<file path="config.mk">
export PLATFORM = sky130hd
export DESIGN_NAME = key_event_decoder
export DESIGN_NICKNAME = d
export VERILOG_FILES = /design/src/rtl/key_event_decoder.sv
export SDC_FILE = /design/constraint.sdc
export NUM_CORES = 1
export LEC_CHECK = 0
export BUFFER_PORTS_ARGS = -buffer_cell sky130_fd_sc_hd__buf_2
export CAP_MARGIN = 20
export CORE_MARGIN = 10
export CORE_UTILIZATION = 40
export CTS_CLUSTER_SIZE = 30
export DETAILED_ROUTE_END_ITERATION = 8
export GPL_ROUTABILITY_DRIVEN = 0
export GPL_TIMING_DRIVEN = 0
export PLACE_DENSITY_LB_ADDON = 0.05
export SETUP_SLACK_MARGIN = 0.05
export SYNTH_ARGS = -nofsm -noshare
export SYNTH_HDL_FRONTEND = slang
export SYNTH_SLANG_ARGS = --single-unit
</file>
<file path="constraint.sdc">
create_clock -name clk -period 5.82 [get_ports clk]
set_clock_uncertainty 0.2 [all_clocks]
set_input_delay 1.746 -clock clk [delete_from_list [all_inputs] [get_ports clk]]
set_output_delay 1.746 -clock clk [all_outputs]
set_load 0.01 [all_outputs]
</file>
<file path="src/rtl/key_event_decoder.sv">
// Key event decoder: turns debounced press/release pulses into single-click,
// double-click, long-press and auto-repeat pulses using one shared 26-bit timer.
module key_event_decoder #(
  parameter int unsigned LONG_TIME   = 50_000_000,
  parameter int unsigned DOUBLE_GAP  = 15_000_000,
  parameter int unsigned REPEAT_TIME = 10_000_000
) (
  input  logic clk,
  input  logic rst_n,
  input  logic key_p_flag,
  input  logic key_r_flag,
  output logic short_flag,
  output logic double_flag,
  output logic long_flag,
  output logic repeat_flag,
  output logic busy
);

  localparam logic [25:0] LONG_LAST   = 26'(LONG_TIME - 1);
  localparam logic [25:0] GAP_LAST    = 26'(DOUBLE_GAP - 1);
  localparam logic [25:0] REPEAT_LAST = 26'(REPEAT_TIME - 1);

  typedef enum logic [2:0] {
    IDLE      = 3'd0,
    PRESS1    = 3'd1,
    WAIT2     = 3'd2,
    PRESS2    = 3'd3,
    LONG_HOLD = 3'd4
  } state_t;

  state_t      state, state_next;
  logic [25:0] cnt, cnt_next;
  logic        short_next, double_next, long_next, repeat_next;
  logic        press, release_ev;

  // Simultaneous press and release cancel each other out.
  assign press      = key_p_flag & ~key_r_flag;
  assign release_ev = key_r_flag & ~key_p_flag;

  always_comb begin
    state_next  = state;
    cnt_next    = cnt + 26'd1;
    short_next  = 1'b0;
    double_next = 1'b0;
    long_next   = 1'b0;
    repeat_next = 1'b0;
    case (state)
      IDLE: begin
        cnt_next = '0;
        if (press) state_next = PRESS1;
      end
      PRESS1: begin
        // The release is checked first so it wins over a coincident timeout.
        if (release_ev) begin
          state_next = WAIT2;
          cnt_next   = '0;
        end else if (cnt == LONG_LAST) begin
          state_next = LONG_HOLD;
          cnt_next   = '0;
          long_next  = 1'b1;
        end
      end
      LONG_HOLD: begin
        if (release_ev) begin
          state_next = IDLE;
          cnt_next   = '0;
        end else if (cnt == REPEAT_LAST) begin
          cnt_next    = '0;
          repeat_next = 1'b1;
        end
      end
      WAIT2: begin
        if (press) begin
          state_next = PRESS2;
          cnt_next   = '0;
        end else if (cnt == GAP_LAST) begin
          state_next = IDLE;
          cnt_next   = '0;
          short_next = 1'b1;
        end
      end
      PRESS2: begin
        // No timeout here, so the timer is parked rather than left to wrap.
        cnt_next = '0;
        if (release_ev) begin
          state_next  = IDLE;
          double_next = 1'b1;
        end
      end
      default: begin
        state_next = IDLE;
        cnt_next   = '0;
      end
    endcase
  end

  always_ff @(posedge clk or negedge rst_n) begin
    if (!rst_n) begin
      state       <= IDLE;
      cnt         <= '0;
      short_flag  <= 1'b0;
      double_flag <= 1'b0;
      long_flag   <= 1'b0;
      repeat_flag <= 1'b0;
    end else begin
      state       <= state_next;
      cnt         <= cnt_next;
      short_flag  <= short_next;
      double_flag <= double_next;
      long_flag   <= long_next;
      repeat_flag <= repeat_next;
    end
  end

  assign busy = (state != IDLE);

endmodule
</file>
==> run metrics, run 1 <==
count of input and output buffers=8; Slew @ Worst Pin=0.735 ns; H-tree depth=2; CP Data Required Time=3.87 ns; Slew headroom=51.0%; VDD IR max=0.147 mV; syn avg cell area=9.45 µm²; critical path class=reg -> out; die width=87.5 µm; critical path startpoint category=flop; non-filler cells, final=261; worst-path cell chain=clkbuf_1 -> nor2_1 -> nand2_1 -> buf_2; total power=0.539 mW; cell taking the most area after synthesis=dfrtp_1; Worst Path Buf+Inv=2; layout cells sized above 1=12.4%; CP max stage delay=0.36 ns; First-pass DRT Iterations=4; Nets=213; fmax=310 MHz; clk root buf=clkbuf_8; P&R area growth vs syn=10.2%; Slew Limit Fails=0; CTS tree=done; Netlist Area Pre-Place=0.00182 mm²; Tmin final=3.23 ns; Post-Synthesis Cells=193; DRT antenna net count=0; Area after DPL=0.00193 mm²; fin area=0.00201 mm²; Yosys top cell area share=45.3%; Tcrit/Tclk final=55.4%; CP Capture Type=output port; die area=0.00766 mm²; Total GRT Usage=11.6%; Setup TNS=0 ns; CTS Buffer Depth=2; vias per cell=5.53; clk sinks=33; Routed WL=4.03 mm; dpl ws=2.58 ns; FF/Latch Area=826 µm²; drc violations=0; Ys Warns=0; Worst path slowest cell=dfrtp_1; WL per Instance=15.4 µm; synth top area cells=dfrtp_1 (45%), xnor2_1 (8.6%), a21oi_1 (7.7%); # hold bufs at CTS=0; Final WS setup=2.59 ns; largest net degree at the start of global routing=34; unique cell type count in the Yosys netlist=41; Setup Fix Bufs, Post-CTS=0; HP Class=reg -> reg; FILL cells=437; starting DRC count in detailed routing=72; Synthesized Nets=198; Seq/Total Area, Yosys=45.3%; crit path DAT=1.28 ns; final hold slack=0.317 ns; Placed Cells=253; outcome=completed; via count=1443; Setup Viol. Count Final=0; Initial Util=41.6%; io pins=9; grt ovf=0; unrepaired setup endpoints after global routing=no; Max-Cap Viols=0; Core ar.=0.00438 mm²; Final Util=45.8%; first-pass GRT wire length=7.11 mm; row count=24; Leakage=0.742 nW; clk slew on worst S/H paths=0.06 ns; CP Max Fanout=8; initial antenna violation count=0; diode count=0; FF+latch count, synth=33; TritonCTS Buffers=5; Cell Pwr Density=269 mW/mm²; Top delay family on crit path=flip-flops; Die Y=87.5 µm; Hold Violations, Final=0; hpwl dp=2.91 mm; multi-input logic area=913 µm²; post_cts resized=0; vias in the first global route=1481; Worst-Skew Late Latency=0.29 ns
cell usage in the layout, fill, tap and decap left out, drive strengths merged, types with 2 or more instances in the layout:
cell type  netlist  routed
nor3            12      12
nand2           16      16
a21oi           29      29
nand4b           2       2
nand4            7       7
nor2             9       9
nor4             6       6
nand2b           4       4
or3              3       3
nor3b            2       2
buf              5      13
clkbuf           5      13
and3             3       3
xnor2           18      18
xor2             6       6
or4              2       2
inv              7       7
nand3            7       7
dfrtp           33      33
worst paths after layout:
kind / startpoint / endpoint / slack [ns] / cells after the start
max: state[2] / busy / 2.59 / 4
min: cnt[0] / cnt[0] / 0.32 / 1
max reg2reg: cnt[0] / cnt[23] / 3.18 / 9
min reg2reg: cnt[0] / cnt[0] / 0.32 / 1
max in group asynchronous: rst_n / cnt[5] / 3.63 / 1
min in group asynchronous: rst_n / cnt[16] / 1.31 / 1
layout make-up:
class | count | area share, %
clock buffer | 8 | 3.99
inverter | 7 | 1.31
buffer | 10 | 2.87
timing repair buffer | 8 | 1.99
sequential | 33 | 41.1
multi-input combinational | 143 | 45.5
tap | 52 | 3.24
cell families (layout without fill, tap and decap cells):
| group | after synthesis | count (layout) | share of synthesized area (%) |
|---|---|---|---|
| and+or+nand+nor | 81 | 81 | 25.6 |
| buffers and inverters | 17 | 33 | 4.60 |
| adders and majority gates | 1 | 1 | 0.686 |
| xor gates and xnor gates | 24 | 24 | 11.5 |
| DFF | 33 | 33 | 45.3 |
| AOI/OAI and AO/OA | 37 | 37 | 12.3 |
per-layer routing:
metal	up-vias	global-route usage (%)	routed length [µm]
met2	28	17.3	1820
met4	0	5.94	72
met5	-	0	0
met3	7	3.75	198
met1	694	14.7	1940
li1	714	-	-
worst reg2reg max path: stages, from the launching register on:
cell      delay [ns]
dfrtp_1         0.42
ha_1            0.17
clkbuf_1        0.28
nand2_1         0.12
nor4_2          0.42
nand4b_1        0.21
nand2b_1        0.11
clkbuf_2        0.19
buf_2           0.29
a21oi_1         0.12
report_power, final:
part           leakage, nW  total (mW)  switching [mW]  internal (mW)
logic                0.247       0.113          0.0702         0.0429
clock network       0.0395       0.167          0.0818         0.0849
registers            0.455       0.260          0.0173          0.242
registers in the layout, indices dropped and copies added, names as in the netlist:
signal / cells
long_flag: 1
cnt: 26
state: 3
double_flag: 1
repeat_flag: 1
short_flag: 1
cells in the mapped netlist:
cell       instances
xnor2_1           18
ha_1               1
and4_1             1
nand4bb_1          1
inv_1              7
dfrtp_1           33
nor2b_1            1
nand4b_1           2
o211ai_1           1
o21ai_0            1
nor2_1             9
nor4_2             2
nor3b_1            2
a31oi_1            1
nor3_1            12
nand2b_1           4
nand4_1            6
a211oi_2           1
xor2_1             6
clkbuf_2           1
or3_1              3
or4_1              2
o22ai_4            1
buf_6              2
nand4_2            1
nor4_1             4
and3_1             3
and2_1             1
a21oi_1           28
or2_2              1
a21oi_2            1
nand3_1            7
or4b_1             1
o31a_1             1
nand2_1           16
clkbuf_1           4
nor4bb_1           1
buf_2              3
a21o_1             1
or3b_1             1
a21boi_0           1
No activity file was read; power rests on OpenSTA's default activity.
==> run 2: changes to the inputs <==
==> constraint.sdc (replaced) <==
create_clock -name clk -period 2.67 [get_ports clk]
set_clock_uncertainty 0.2 [all_clocks]
set_input_delay 0.801 -clock clk [delete_from_list [all_inputs] [get_ports clk]]
set_output_delay 0.801 -clock clk [all_outputs]
set_load 0.01 [all_outputs]
==> run metrics, run 2 (synthesis results as in run 1) <==
outcome=completed; clk slew on worst S/H paths=0.07 ns; Leakage=0.757 nW; DRT met1 WL=1.97 mm; # hold bufs at CTS=0; Largest regs=cnt x26, state x3; CP Data Required Time=2.64 ns; WL met3=178 µm; Routed WL=4.06 mm; grt ovf=0; hpwl dp=2.91 mm; First-pass DRT Iterations=4; crit path DAT=2.45 ns; CTS Buffer Depth=2; CP Capture Type=flop; Max-Cap Viols=0; largest net degree at the start of global routing=34; commonest non-fill, non-tap cell in the layout=dfrtp_1; count of input and output buffers=8; die width=87.5 µm; most frequent cells in the layout=dfrtp_1 (33), a21oi_1 (28), xnor2_1 (18), nand2_1 (16), nor3_1 (12); Cell Pwr Density=585 mW/mm²; CTS tree=done; Setup crit start=cnt[16]; Nets=212; initial antenna violation count=0; FF-to-FF Start=cnt[16]; DRT antenna net count=0; Final WS setup=0.195 ns; io pins=9; worst reg2reg path depth=6; Worst-Skew Late Latency=0.29 ns; via count=1439; clk root buf=clkbuf_8; Hold Violations, Final=0; critical path startpoint category=flop; Total GRT Usage=11.6%; Core ar.=0.00438 mm²; Tcrit/Tclk final=92.7%; total power=1.18 mW; drc violations=0; Setup TNS=0 ns; Slew Limit Fails=0; Tmin final=2.48 ns; Setup Viol. Count Final=0; starting DRC count in detailed routing=69; P&R area growth vs syn=10.7%; Slew @ Worst Pin=0.732 ns; layout cells sized above 1=13.0%; Placed Cells=253; Met2 Wirelength=1.84 mm; diode count=0; first-pass GRT wire length=7.12 mm; Setup Fix Bufs, Post-CTS=0; HP Class=reg -> reg; Top Layer Used=met4; non-filler cells, final=260; Initial Util=41.6%; fmax=404 MHz; r2r endpoint=cnt[23]; clk sinks=33; Die Y=87.5 µm; TritonCTS Buffers=5; critical path class=reg -> reg; VDD IR max=0.301 mV; Largest register FFs=26; die area=0.00766 mm²; vias per cell=5.53; CP Max Fanout=10; Slew headroom=51.2%; FILL cells=436; H-tree depth=2; vias in the first global route=1481; reg-to-reg slack, setup=0.19 ns; dpl ws=0.0156 ns; row count=24; Critical Path Sink=cnt[23]; WL per Instance=15.6 µm; Largest Register=cnt; unrepaired setup endpoints after global routing=no
-- run 2: timing repair --
item | 4_1_cts | 5_1_grt
pin swaps | 0 | 0
gates resized for setup | 1 | 2
endpoints found under the setup margin | 20 | 20
-- run 2: worst max-delay path, cell delays in order (launching register included) --
cell	delay (ns)
dfrtp_1	0.45
or3b_1	0.41
or3_1	0.37
o31a_1	0.33
o22ai_4	0.31
buf_6	0.20
a21oi_1	0.08
-- run 2: worst min-delay path by stage --
stage / to / from / cells past startpoint
2_1_floorplan: cnt[0] / cnt[0] / 1
6_report: state[2] / state[1] / 1
3_5_place_dp: state[2] / state[1] / 1
5_1_grt: state[2] / state[1] / 1
4_1_cts: state[2] / state[1] / 1
3_3_place_gp: state[2] / state[1] / 1
-- run 2: power breakdown --
part / internal [mW] / leakage [nW] / switching [mW]
Sequential: 0.528 / 0.455 / 0.0393
Combinational: 0.0957 / 0.263 / 0.154
Clock: 0.185 / 0.0395 / 0.178
-- run 2: area by class of cell --
| class | instances | area [µm²] | area share (%) |
|---|---|---|---|
| flip-flops and latches | 33 | 826 | 40.9 |
| plain buffers | 9 | 56.3 | 2.79 |
| clock buffers | 8 | 80.1 | 3.97 |
| repair buffers | 8 | 40.0 | 1.98 |
| well taps | 52 | 65.1 | 3.22 |
| inverters | 7 | 26.3 | 1.30 |
| multi-input cells | 143 | 925 | 45.8 |
-- run 2: layer usage --
layer / global-route usage, % / up-vias
li1: - / 714
met1: 14.8 / 697
met2: 17.3 / 21
met3: 3.75 / 7
met4: 5.94 / 0
met5: 0 / -
-- run 2: stage by stage --
step / hold WS [ns] / utilization (%) / cell area [µm²]
CTS: 0.317 / 46.0 / 2020
global route: 0.345 / 46.0 / 2020
detailed placement: 0.309 / 44.0 / 1930
global placement: 0.304 / 44.0 / 1930
finish: 0.328 / 46.0 / 2020
floorplan: 0.268 / - / 1820
==> run 3: changes to the inputs <==
--- a/config.mk
+++ b/config.mk
@@ -14,6 +14,7 @@
 export GPL_ROUTABILITY_DRIVEN = 0
 export GPL_TIMING_DRIVEN = 0
 export PLACE_DENSITY_LB_ADDON = 0.05
+export RECOVER_POWER = 50
 export SETUP_SLACK_MARGIN = 0.05
 export SYNTH_ARGS = -nofsm -noshare
 export SYNTH_HDL_FRONTEND = slang
==> run metrics, run 3 (synthesis results as in run 1) <==
outcome=completed; H-tree depth=2; WL per Instance=15.6 µm; P_sw=0.371 mW; First-pass DRT Iterations=4; Cell Pwr Density=585 mW/mm²; Slew headroom=45.2%; HP Class=reg -> reg; combinational share of power=21.1%; Top delay family on crit path=simple AND/OR/NAND/NOR gates; Total GRT Usage=11.6%; row count=24; crit path DAT=2.45 ns; FF/Latch Area=826 µm²; Worst Path Buf+Inv=1; CP Data Required Time=2.64 ns; Core ar.=0.00438 mm²; clk root buf=clkbuf_8; CP Capture Type=flop; first-pass GRT wire length=7.12 mm; multi-input logic area=925 µm²; P&R area growth vs syn=10.6%; DRT antenna net count=0; drc violations=0; TritonCTS Buffers=5; Worst-Skew Late Latency=0.29 ns; Largest regs=cnt x26, state x3; CTS tree=done; Initial Util=41.6%; hpwl dp=2.91 mm; Largest Register=cnt; count of input and output buffers=8; Setup crit start=cnt[16]; Slew @ Worst Pin=0.823 ns; worst-path cell chain=or3b_1 -> or3_1 -> o31a_1 -> o22ai_4 -> buf_6 -> a21oi_1; clk sinks=33; critical path startpoint category=flop; CP max stage delay=0.45 ns; clk slew on worst S/H paths=0.07 ns; VDD IR max=0.301 mV; Leakage=0.750 nW; die area=0.00766 mm²; fmax=404 MHz; io pins=9; reg-to-reg slack, setup=0.19 ns; Slew Limit Fails=0; critical path class=reg -> reg; Nets=212; initial antenna violation count=0; unrepaired setup endpoints after global routing=no; most frequent cells in the layout=dfrtp_1 (33), a21oi_1 (28), xnor2_1 (18), nand2_1 (16), nor3_1 (12); fin area=0.00202 mm²; Pint=0.809 mW; switch share=31.5%; Crit. path cell count=6; grt ovf=0; Setup Viol. Count Final=0; Tcrit/Tclk final=92.7%; worst reg2reg path depth=6; diode count=0; starting DRC count in detailed routing=69; layout cells sized above 1=12.0%; Hold Violations, Final=0; Die Y=87.5 µm; r2r endpoint=cnt[23]; Worst path slowest cell=dfrtp_1; FILL cells=435; largest net degree at the start of global routing=34; Tmin final=2.48 ns; sequential share of power=48.1%; Critical Path Sink=cnt[23]; via count=1432; FF-to-FF Start=cnt[16]; Area after DPL=0.00193 mm²; CP Max Fanout=10; Routed WL=4.07 mm; CTS Buffer Depth=2; vias per cell=5.51; Clock power frac=30.8%; die width=87.5 µm; commonest non-fill, non-tap cell in the layout=dfrtp_1; vias in the first global route=1481; Largest register FFs=26; Setup TNS=0 ns; Max-Cap Viols=0; hold_sp=state[1]
[run 3: area by class of cell]
type | count | share of cell area [%]
multi-input cells | 143 | 45.9
flip-flops and latches | 33 | 41.0
clock buffers | 8 | 3.97
well taps | 52 | 3.23
plain buffers | 9 | 2.79
repair buffers | 8 | 1.86
inverters | 7 | 1.30
[run 3: how the worst min path moves through the flow]
stage / endpoint / cells after the start
3_3_place_gp: state[2] / 1
5_1_grt: state[2] / 1
4_1_cts: state[2] / 1
6_report: state[2] / 1
2_1_floorplan: cnt[0] / 1
3_5_place_dp: state[2] / 1
[run 3: timing repair]
action                                  in CTS  in global routing
gates resized for setup                      1                  2
hold endpoints to repair                     0                  0
setup buffers                                0                  0
hold buffers                                 0                  0
pin swaps                                    0                  0
endpoints found under the setup margin      20                 20
[run 3: power groups by stage]
stage                     clock [mW]  combinational [mW]  sequential (mW)
after global placement             0               0.244            0.573
after detailed placement           0               0.252            0.575
after CTS                      0.376               0.253            0.565
after global routing           0.400               0.282            0.572
after floorplan                    0               0.182            0.566
final                          0.364               0.249            0.567
[run 3: layer usage]
metal	share of wire (%)	track usage, %	vias to the layer above	wire, µm
met4	1.9	5.94	0	76
li1	-	-	715	-
met5	0	0	-	0
met3	4.1	3.75	7	168
met2	45	17.3	19	1830
met1	49	14.8	691	1990
[run 3: through the flow]
stage / std cells / hold WS, ns / power [mW] / util [%] / worst slack [ns]
finish: 260 / 0.327 / 1.18 / 46.0 / 0.195
global placement: 253 / 0.304 / 0.817 / 44.0 / 0.0868
floorplan: 193 / 0.268 / 0.748 / - / 0.432
global route: 260 / 0.345 / 1.25 / 46.0 / 0.0600
detailed placement: 253 / 0.309 / 0.826 / 44.0 / 0.0156
CTS: 261 / 0.317 / 1.19 / 46.0 / 0.0664
